## config.mk

```make
export PLATFORM = sky130hd
export DESIGN_NAME = dpram_rr_arbiter
export DESIGN_NICKNAME = d
export VERILOG_FILES = /design/src/rtl/dpram_rr_arbiter_pkg.sv /design/src/rtl/dpram_rr_arbiter_pick.sv /design/src/rtl/dpram_rr_arbiter.sv
export SDC_FILE = /design/constraint.sdc
export NUM_CORES = 1
export LEC_CHECK = 0
export CAP_MARGIN = 20
export CORE_ASPECT_RATIO = 1.1
export CORE_MARGIN = 3
export CORE_UTILIZATION = 48
export CTS_CLUSTER_DIAMETER = 50
export CTS_CLUSTER_SIZE = 16
export DETAILED_ROUTE_END_ITERATION = 10
export PLACE_DENSITY_LB_ADDON = 0.25
export SYNTH_ARGS = -nofsm -noshare
export SYNTH_HDL_FRONTEND = slang
export SYNTH_SLANG_ARGS = --single-unit
```

## constraint.sdc

```tcl
create_clock -name clk -period 7.7 [get_ports clk]
set_clock_uncertainty 0.05 [all_clocks]
set_input_delay 1.54 -clock clk [delete_from_list [all_inputs] [get_ports clk]]
set_output_delay 1.54 -clock clk [all_outputs]
set_load 0.005 [all_outputs]
```

## src/rtl/dpram_rr_arbiter_pkg.sv

```systemverilog
// Shared definitions for the dual-port RAM round-robin arbiter.
//   tag_t        : per-port return-path tag {valid, read, requester index}
//   rr_next      : wrap-around increment used for the rotate-scan pointer
//   addr_conflict: same-cycle hazard between the two picked requests
package dpram_rr_arbiter_pkg;

    // Index field is sized for the largest supported requester count (8).
    localparam int TAG_IDXW = 3;

    typedef struct packed {
        logic                valid;
        logic                rd;
        logic [TAG_IDXW-1:0] idx;
    } tag_t;

    function automatic int rr_next(input int idx, input int n);
        return (idx + 1 >= n) ? 0 : idx + 1;
    endfunction

    // Two accesses to one address are only safe when both are reads.
    function automatic logic addr_conflict(input logic same_addr,
                                           input logic wr_x,
                                           input logic wr_y);
        return same_addr & (wr_x | wr_y);
    endfunction

    function automatic tag_t make_tag(input logic                valid,
                                      input logic                rd,
                                      input logic [TAG_IDXW-1:0] idx);
        tag_t t;
        t.valid = valid;
        t.rd    = rd;
        t.idx   = idx;
        return t;
    endfunction

endpackage

```

## src/rtl/dpram_rr_arbiter_pick.sv

```systemverilog
// Combinational rotate-scan picker.
//   mask  : candidate requesters
//   start : index the scan begins at (wraps modulo NREQ)
//   found : at least one mask bit set
//   idx   : first set index at or after start, wrapping
module dpram_arb_pick #(
    parameter int NREQ = 4,
    parameter int IDXW = 2
) (
    input  logic [NREQ-1:0] mask,
    input  logic [IDXW-1:0] start,
    output logic            found,
    output logic [IDXW-1:0] idx
);

    // First pass covers start..NREQ-1, second pass the wrapped 0..start-1.
    always_comb begin
        found = 1'b0;
        idx   = '0;
        for (int i = 0; i < NREQ; i++) begin
            if (!found && mask[i] && (i >= int'(start))) begin
                found = 1'b1;
                idx   = IDXW'(i);
            end
        end
        for (int i = 0; i < NREQ; i++) begin
            if (!found && mask[i]) begin
                found = 1'b1;
                idx   = IDXW'(i);
            end
        end
    end

endmodule

```

## src/rtl/dpram_rr_arbiter.sv

```systemverilog
// Round-robin arbiter sharing one dual-port RAM among NREQ requesters.
//   req/wr/addr/wdata : requester side, held until gnt
//   gnt               : combinational accept pulse, up to two per cycle
//   rvalid/rdata      : tagged read return, two cycles after gnt
//   ram_*             : registered RAM port A/B controls, ram_dout_* registered RAM data
module dpram_rr_arbiter
    import dpram_rr_arbiter_pkg::*;
#(
    parameter int NREQ  = 4,
    parameter int WIDTH = 8,
    parameter int ADDR  = 6
) (
    input  logic                  clk,
    input  logic                  rst,
    input  logic [NREQ-1:0]       req,
    input  logic [NREQ-1:0]       wr,
    input  logic [NREQ*ADDR-1:0]  addr,
    input  logic [NREQ*WIDTH-1:0] wdata,
    output logic [NREQ-1:0]       gnt,
    output logic [NREQ-1:0]       rvalid,
    output logic [NREQ*WIDTH-1:0] rdata,
    output logic                  ram_ena,
    output logic                  ram_enb,
    output logic                  ram_wra,
    output logic                  ram_wrb,
    output logic [ADDR-1:0]       ram_addr_a,
    output logic [ADDR-1:0]       ram_addr_b,
    output logic [WIDTH-1:0]      ram_din_a,
    output logic [WIDTH-1:0]      ram_din_b,
    input  logic [WIDTH-1:0]      ram_dout_a,
    input  logic [WIDTH-1:0]      ram_dout_b
);

    localparam int IDXW = $clog2(NREQ);

    logic [IDXW-1:0]       ptr;
    logic                  a_found, b_found;
    logic [IDXW-1:0]       a_idx, b_idx, b_start;
    logic [NREQ-1:0]       b_mask;
    logic [ADDR-1:0]       a_addr, b_addr;
    logic [WIDTH-1:0]      a_din, b_din;
    logic                  a_wr, b_wr;
    tag_t                  s1a, s1b, s2a, s2b;
    logic [NREQ*WIDTH-1:0] rdata_q;

    dpram_arb_pick #(.NREQ(NREQ), .IDXW(IDXW)) u_pick_a (
        .mask  (req),
        .start (ptr),
        .found (a_found),
        .idx   (a_idx)
    );

    always_comb begin
        a_addr = '0;
        a_din  = '0;
        a_wr   = 1'b0;
        for (int i = 0; i < NREQ; i++) begin
            if (a_idx == IDXW'(i)) begin
                a_addr = addr[i*ADDR +: ADDR];
                a_din  = wdata[i*WIDTH +: WIDTH];
                a_wr   = wr[i];
            end
        end
        // B candidates: everything still requesting except A and A's hazards.
        b_mask = '0;
        for (int i = 0; i < NREQ; i++) begin
            b_mask[i] = req[i] && (a_idx != IDXW'(i)) &&
                        !addr_conflict(addr[i*ADDR +: ADDR] == a_addr, a_wr, wr[i]);
        end
        b_start = IDXW'(rr_next(int'(a_idx), NREQ));
    end

    dpram_arb_pick #(.NREQ(NREQ), .IDXW(IDXW)) u_pick_b (
        .mask  (b_mask),
        .start (b_start),
        .found (b_found),
        .idx   (b_idx)
    );

    always_comb begin
        b_addr = '0;
        b_din  = '0;
        b_wr   = 1'b0;
        for (int i = 0; i < NREQ; i++) begin
            if (b_idx == IDXW'(i)) begin
                b_addr = addr[i*ADDR +: ADDR];
                b_din  = wdata[i*WIDTH +: WIDTH];
                b_wr   = wr[i];
            end
        end
    end

    always_comb begin
        gnt = '0;
        if (!rst) begin
            for (int i = 0; i < NREQ; i++) begin
                gnt[i] = (a_found && (a_idx == IDXW'(i))) ||
                         (b_found && (b_idx == IDXW'(i)));
            end
        end
    end

    // Stage-2 tags line up with the RAM's registered read data, so the
    // return is steered straight from ram_dout; rdata_q holds idle slices.
    always_comb begin
        rvalid = '0;
        rdata  = rst ? '0 : rdata_q;
        if (!rst) begin
            for (int i = 0; i < NREQ; i++) begin
                if (s2a.valid && s2a.rd && (s2a.idx == TAG_IDXW'(i))) begin
                    rvalid[i]                = 1'b1;
                    rdata[i*WIDTH +: WIDTH]  = ram_dout_a;
                end else if (s2b.valid && s2b.rd && (s2b.idx == TAG_IDXW'(i))) begin
                    rvalid[i]                = 1'b1;
                    rdata[i*WIDTH +: WIDTH]  = ram_dout_b;
                end
            end
        end
    end

    always_ff @(posedge clk) begin
        if (rst) begin
            ptr        <= '0;
            ram_ena    <= 1'b0;
            ram_enb    <= 1'b0;
            ram_wra    <= 1'b0;
            ram_wrb    <= 1'b0;
            ram_addr_a <= '0;
            ram_addr_b <= '0;
            ram_din_a  <= '0;
            ram_din_b  <= '0;
            s1a        <= '0;
            s1b        <= '0;
            s2a        <= '0;
            s2b        <= '0;
            rdata_q    <= '0;
        end else begin
            if (b_found)
                ptr <= IDXW'(rr_next(int'(b_idx), NREQ));
            else if (a_found)
                ptr <= IDXW'(rr_next(int'(a_idx), NREQ));

            ram_ena <= a_found;
            ram_wra <= a_found & a_wr;
            ram_enb <= b_found;
            ram_wrb <= b_found & b_wr;
            if (a_found) begin
                ram_addr_a <= a_addr;
                ram_din_a  <= a_din;
            end
            if (b_found) begin
                ram_addr_b <= b_addr;
                ram_din_b  <= b_din;
            end

            s1a     <= make_tag(a_found, !a_wr, TAG_IDXW'(a_idx));
            s1b     <= make_tag(b_found, !b_wr, TAG_IDXW'(b_idx));
            s2a     <= s1a;
            s2b     <= s1b;
            rdata_q <= rdata;
        end
    end

endmodule

```

**Word level (Yosys, flattened, before mapping)**

Cells that the tools add are included.

- Bits in writable memories: 0
- Input port bits: 82
- Bits in registers: 84
- ROM bits: 0
- Output and inout bits: 72
- Bits in latches: 0
- Memories kept: 0

- Add/subtract/negate cells: 2
- Magnitude comparators: 8
- Multipliers: 0
- Div/mod/pow operators: 0
- Shift operators: 0
- Bitwise logic cells: 10
- Equal/unequal tests: 19
- Muxes and demuxes: 78
- Reductions and logical operators: 76

Operators by type and width:

| operator | number |
|---|---|
| $mux 8 | 16 |
| $mux 32 | 2 |
| $mux 6 | 8 |
| $logic_and 1x1->1 | 46 |
| $mux 1 | 34 |
| $mux 2 | 16 |
| $eq 6x6->1 | 4 |
| $logic_not 1->1 | 20 |
| $eq 3x2->1 const B | 4 |
| $eq 2x2->1 const B | 4 |
| $ge 1x2->1 const A | 4 |
| $mux 4 | 2 |
| $add 2x1->3 const B | 2 |
| $and 1x1->1 | 6 |
| $eq 3x1->1 const B | 2 |
| $ge 3x3->1 const B | 2 |
| $logic_not 3->1 | 2 |
| $eq 2x1->1 const B | 2 |
| $ge 2x2->1 const A | 2 |
| $logic_not 2->1 | 2 |
| $logic_or 1x1->1 | 4 |
| $ne 2x2->1 const B | 2 |
| $or 1x1->1 | 4 |
| $reduce_bool 2->1 | 2 |
| $ne 2x1->1 const B | 1 |

**Depth between registers and ports, before layout**

- Depth in word-level cells: 66
- Gate-level depth with buffers: 26
- Depth with buffers taken out: 22

**Hierarchy**

From an unflattened synthesis, not the netlist that was laid out.

- Cell total of the unflattened synthesis: 668
- Area total of the unflattened synthesis: 5,317.6 sq um

Modules (own cells, without submodules):

| module | sequential area each (sq um) | times used | cells each | area an instance (sq um) |
|---|---|---|---|---|
| dpram_rr_arbiter | 1,601.5 | 1 | 644 | 5,170.0 |
| dpram_arb_pick | 0.0 | 2 | 12 | 73.8 |

**Least setup slack after synthesis**

OpenSTA, ideal clock, no wires.

- Path type: input -> output
- Start point: input port req[2]
- End point: output port gnt[3]
- Path slack: 0.972 ns
- Stages: 18
- Data arrival time: 5.138 ns
- Path buffers: 4
- Path through: inv_1 o31ai_1 inv_1 ha_1 buf_6 nand3b_1 a311oi_2 xnor2_1 o21ai_0 o311a_1 buf_2 nor3b_1 o31ai_1 inv_1 ha_1 clkbuf_1 clkbuf_1 a32o_1

- Cells in the longest elaborated chain, start to end: 56
- Elaborated cells on any way between the ends: 107
- Classes of those cells: add/sub (1); order compare (4); eq/ne (11); mux (37); bitwise (8); reduce/logical (46)

RTL lines:

| element | line | source |
|---|---|---|
| start: declaration | dpram_rr_arbiter.sv:15 | `input logic [NREQ-1:0] req,` |
| $logic_and 1x1->1 (2 in a row) | dpram_rr_arbiter_pick.sv:21 | `if (!found && mask[i] && (i >= int'(start))) begin` |
| $mux 1 | dpram_rr_arbiter_pick.sv:21 |  |
| $logic_not 1->1 | dpram_rr_arbiter_pick.sv:21 |  |
| $logic_and 1x1->1 | dpram_rr_arbiter_pick.sv:21 |  |
| $mux 1 | dpram_rr_arbiter_pick.sv:21 |  |
| $logic_not 1->1 | dpram_rr_arbiter_pick.sv:27 | `if (!found && mask[i]) begin` |
| $logic_and 1x1->1 | dpram_rr_arbiter_pick.sv:27 |  |
| $mux 1 | dpram_rr_arbiter_pick.sv:27 |  |
| [9 not listed] | n/a |  |
| via a_idx[0] | dpram_rr_arbiter.sv:38 | `logic [IDXW-1:0] a_idx, b_idx, b_start;` |
| branches (longest 33 deep; another with $add 2x1->3) | n/a |  |
| $mux 2 (*) | dpram_rr_arbiter_pick.sv:27 |  |
| via b_idx[0] | dpram_rr_arbiter.sv:38 |  |
| $eq 2x2->1 (*) | dpram_rr_arbiter.sv:98 | `(b_found && (b_idx == IDXW'(i)));` |
| $logic_and 1x1->1 (*) | dpram_rr_arbiter.sv:98 |  |
| $logic_or 1x1->1 (*) | dpram_rr_arbiter.sv:97 | `gnt[i] = (a_found && (a_idx == IDXW'(i))) \|\|` |
| $mux 4 (*) | dpram_rr_arbiter.sv:95 | `if (!rst) begin` |
| end: declaration | dpram_rr_arbiter.sv:19 | `output logic [NREQ-1:0] gnt,` |

Mark *: on every way through the listed nets, which the timed path passes.

**Worst setup path in the final report**

- Start point: input port req[0]
- End point: output port gnt[0]

- Cells in the longest elaborated chain, start to end: 63
- Elaborated cells on any way between the ends: 115
- Classes of those cells: add/sub (1); order compare (4); eq/ne (10); mux (40); bitwise (8); reduce/logical (52)

RTL lines:

| element | line |
|---|---|
| $logic_and 1x1->1 | dpram_rr_arbiter_pick.sv:21 |
| $mux 1 | dpram_rr_arbiter_pick.sv:21 |
| $logic_not 1->1 | dpram_rr_arbiter_pick.sv:21 |
| $logic_and 1x1->1 (2 in a row) | dpram_rr_arbiter_pick.sv:21 |
| $mux 1 | dpram_rr_arbiter_pick.sv:21 |
| $logic_not 1->1 | dpram_rr_arbiter_pick.sv:21 |
| $logic_and 1x1->1 (2 in a row) | dpram_rr_arbiter_pick.sv:21 |
| $mux 1 | dpram_rr_arbiter_pick.sv:21 |
| [11 not listed] | n/a |
| $mux 1 | dpram_rr_arbiter_pick.sv:27 |
| $logic_not 1->1 | dpram_rr_arbiter_pick.sv:27 |
| $logic_and 1x1->1 | dpram_rr_arbiter_pick.sv:27 |
| $mux 2 (*) | dpram_rr_arbiter_pick.sv:27 |
| via a_idx[1] | dpram_rr_arbiter.sv:38 |
| branches (longest 36 deep; another with $add 2x1->3) | n/a |
| $logic_or 1x1->1 (*) | dpram_rr_arbiter.sv:97 |
| $mux 4 (*) | dpram_rr_arbiter.sv:95 |

Marked as above.

==> metrics.csv <==
metric;value;unit
Post-Synth XOR/XNOR Area;3.15;%
netlist area before placement;5280;sq um
wirelength, routed;18.8;mm
worst endpoint data arrival time;5.98;ns
Hold Crit Start;s1a[1];
Initial Utilization;50.1;%
Slew Limit Headroom;34.1;%
met1 layer usage reported by global route;36.2;%
storage element area;1600;sq um
number of buffers created by CTS;9;
PnR worst setup slack;0.125;ns
root buf cell;clkbuf_16;
synthesis-stage register bit count;80;
floorplan core area;10500;sq um
Wirelength per Cell;20.1;microns
maximum cell stage delay along the critical path;0.58;ns
CTS tree;done;
Worst Tran Pin Value;0.983;ns
number of sinks driven by the clock tree;80;
DRC violations left;0;
launch point of the worst reg-to-reg path;ptr[1];
number of enable-type register cells in the synthesized netlist;0;
Antenna Diode Count;0;
count of endpoints failing setup in the final report;0;
FILL cells;847;
die area;12300;sq um
number of instances in the synthesized netlist;653;
dominant synthesized flop cell;dfxtp_1;
result of the run;finished, final reports clean;
Worst Path Required;6.11;ns
Die Height;116;microns
initial antenna violation count;0;
H-tree depth;3;
area added between synthesis and finish;39.5;%
highest-count cells in the layout ignoring fill and taps;clkdlybuf4s50_1 (152), dfxtp_1 (80), nor2_1 (79);
GP Congestion;0.944;
total area of multi-input combinational cells;3480;sq um
Final Hold Viols;0;
clk_lat worst skew;0.34;ns
placement row count;39;
maximum fanout along the worst path;13;
R2R Setup Slk;2.65;ns
number of library cell types mapped by synthesis;65;
number of placed instances, taps included;916;
startpoint of the most critical setup path;req[0];
met3 routing resource usage after global routing;4.35;%
post-synthesis average cell area;8.09;sq um
DRT iter0 DRCs;421;
count of warnings emitted by yosys;0;
fraction of layout instances using a drive strength above 1;10.5;%
compound-gate portion of the synthesized area;31.4;%
post-DP HPWL;13.7;mm
max-cap violation count;0;
number of vias per cell;6.16;
share of the clock period used by the worst path;98.4;%
path type of the worst min-delay path;register to register;
remaining global-route overflow;0;
boundary pin count;154;
post-synthesis simple-gate area fraction;19.3;%
time the final worst path needs with I/O delays and setup;7.57;ns
slowest library cell on the worst path;clkdlybuf4s50_1;
cell-by-cell listing of the critical path;clkdlybuf4s50_1, nand2_1, nand2b_1, a21oi_1, o22ai_2, inv_1, ha_4, nor2b_1, a211oi_2, buf_4, xnor2_1, o2111ai_1, o311a_1, nor3b_1, o31ai_2, buf_4, ha_1, a32o_1, clkdlybuf4s50_1;
clock buffer depth;2;
portion of netlist area occupied by mux cells;7.79;%
# port buffers;153;
all-layer global routing usage;29.5;%
element type at the critical path start;input port;
share of flip-flops with an asynchronous set or reset after synthesis;0;%
worst IR drop on VDD;0.000265;V
Die W;106;microns
TritonRoute pass-1 iters;5;
most frequent standard cell in the layout excluding fill and tap cells;clkdlybuf4s50_1;
global-route wire length before repair;28.8;mm
post-detailed-route count of antenna-violating nets;0;
Global Route met2 Usage;52.6;%
most used routing layer in global routing;met2;
clock input transition at the sequential cells of the worst setup and hold paths;0.06;ns
count of pins over their slew limit;0;
smallest hold slack;0.387;ns
CP endpoint kind;primary output;
power density cells;289;nW/um^2
dominant combinational cell family by area after synthesis;compound AO/OA/AOI/OAI gates;
LEAKAGE;2.79;nW
Critical Setup Path Class;input port to primary output;
total via count in the routed design;5759;
net count after synthesis;744;
maximum clock frequency;0.132;GHz
arithmetic-cell share of the synthesized area counting full adders, half adders and majority gates;2.13;%
hold buffer count at CTS;0;
via count of the first global-routing pass;5517;
part of the Yosys area used for sequential elements;30.3;%
Final Instance Count excl. Fillers;935;
WP buf/inv;5;
pre-CTS WS;-0.0535;ns
largest net degree at the start of global routing;66;
layout net count;879;
Top delay family on crit path;compound AO/OA/AOI/OAI gates;
## area by class of cell
type / count / share of cell area [%]
inverters: 15 / 0.764
multi-input cells: 502 / 47.2
clock buffers: 10 / 3.24
flip-flops and latches: 80 / 21.7
well taps: 143 / 2.43
clock inverters: 5 / 0.781
repair buffers: 180 / 23.9
## metal layers
layer / share of wire, % / vias up
met5: 0 / -
li1: - / 2699
met3: 6.1 / 42
met2: 50 / 250
met4: 2.3 / 0
met1: 42 / 2768
## worst reg2reg max path: cells and delay by family (launching register included)
kind / cells / cell delay (ns)
buf+inv: 4 / 0.83
flops: 1 / 0.48
simple gates: 5 / 0.73
fa+ha+maj: 2 / 0.46
compound gates: 10 / 2.24
xor+xnor: 1 / 0.11
## cell usage after synthesis, types with 3 or more instances
cell / number / area share (%)
nand2_1: 49 / 3.5
inv_1: 12 / 0.85
a31oi_1: 4 / 0.47
xor2_1: 4 / 0.66
and2_1: 3 / 0.36
nand3b_1: 9 / 1.3
buf_6: 5 / 1.1
nor3_1: 22 / 2.1
ha_1: 9 / 2.1
xnor2_1: 15 / 2.5
a221o_1: 9 / 1.7
clkbuf_1: 43 / 3.1
mux2i_1: 40 / 7.6
o21ai_0: 33 / 3.1
a21oi_1: 46 / 4.4
nor2b_1: 12 / 1.4
inv_2: 3 / 0.21
buf_1: 4 / 0.28
o211ai_1: 10 / 1.4
nor2_1: 79 / 5.6
o21ai_1: 4 / 0.38
o31ai_1: 3 / 0.43
and3_1: 5 / 0.59
a211oi_2: 12 / 2.8
a211oi_1: 70 / 10
dfxtp_1: 80 / 30
a32o_1: 4 / 0.76
nand4_1: 5 / 0.59
or3_1: 7 / 0.83
## sequential cells by signal, summed over array words and instances, names as in the netlist
signal      count
ram_addr_b      6
s2a             4
ram_din_b       8
ram_wrb         1
s1a             4
s2b             4
ram_addr_a      6
ram_din_a       8
s1b             4
rdata_q        32
ram_wra         1
ptr             2
## through the flow
step / total power (W) / util [%] / instance area, sq um / TNS [ns]
2_1_floorplan: 0.00121 / - / 5280 / 0
3_3_place_gp: 0.00162 / 65.7 / 6920 / 0
3_5_place_dp: 0.00164 / 65.7 / 6920 / -0.163
4_1_cts: 0.00208 / 68.7 / 7240 / 0
5_1_grt: 0.00225 / 69.9 / 7370 / -0.545
6_report: 0.00213 / 69.9 / 7370 / 0
## report_power, final
part           internal, W  total, W  switching, W
Clock             0.000258  0.000433      0.000175
Sequential        0.000498  0.000546     0.0000482
Combinational     0.000528   0.00115      0.000622
## what timing repair did
| item | in CTS | in global routing |
|---|---|---|
| pin swaps | 0 | 2 |
| cloned | 0 | 0 |
| setup endpoints to repair | 4 | 4 |
| setup buffers | 0 | 2 |
| resized for setup | 4 | 14 |
## worst paths after layout
| check | endpoint | cells past startpoint |
|---|---|---|
| worst max-delay path | gnt[0] | 19 |
| worst max register to register | ram_addr_b[5] | 22 |
| worst min-delay path | s2a[1] | 1 |
| worst min register to register | s2a[1] | 1 |
## cells by family after synthesis
family,after synthesis
AO/OA/AOI/OAI,223
XOR/XNOR,19
adder cells (fa/ha/maj),9
buffers and inverters,71
flip-flops,80
multiplexers,41
AND/OR/NAND/NOR,210
Note: power is estimated with default switching activity, not from simulation.
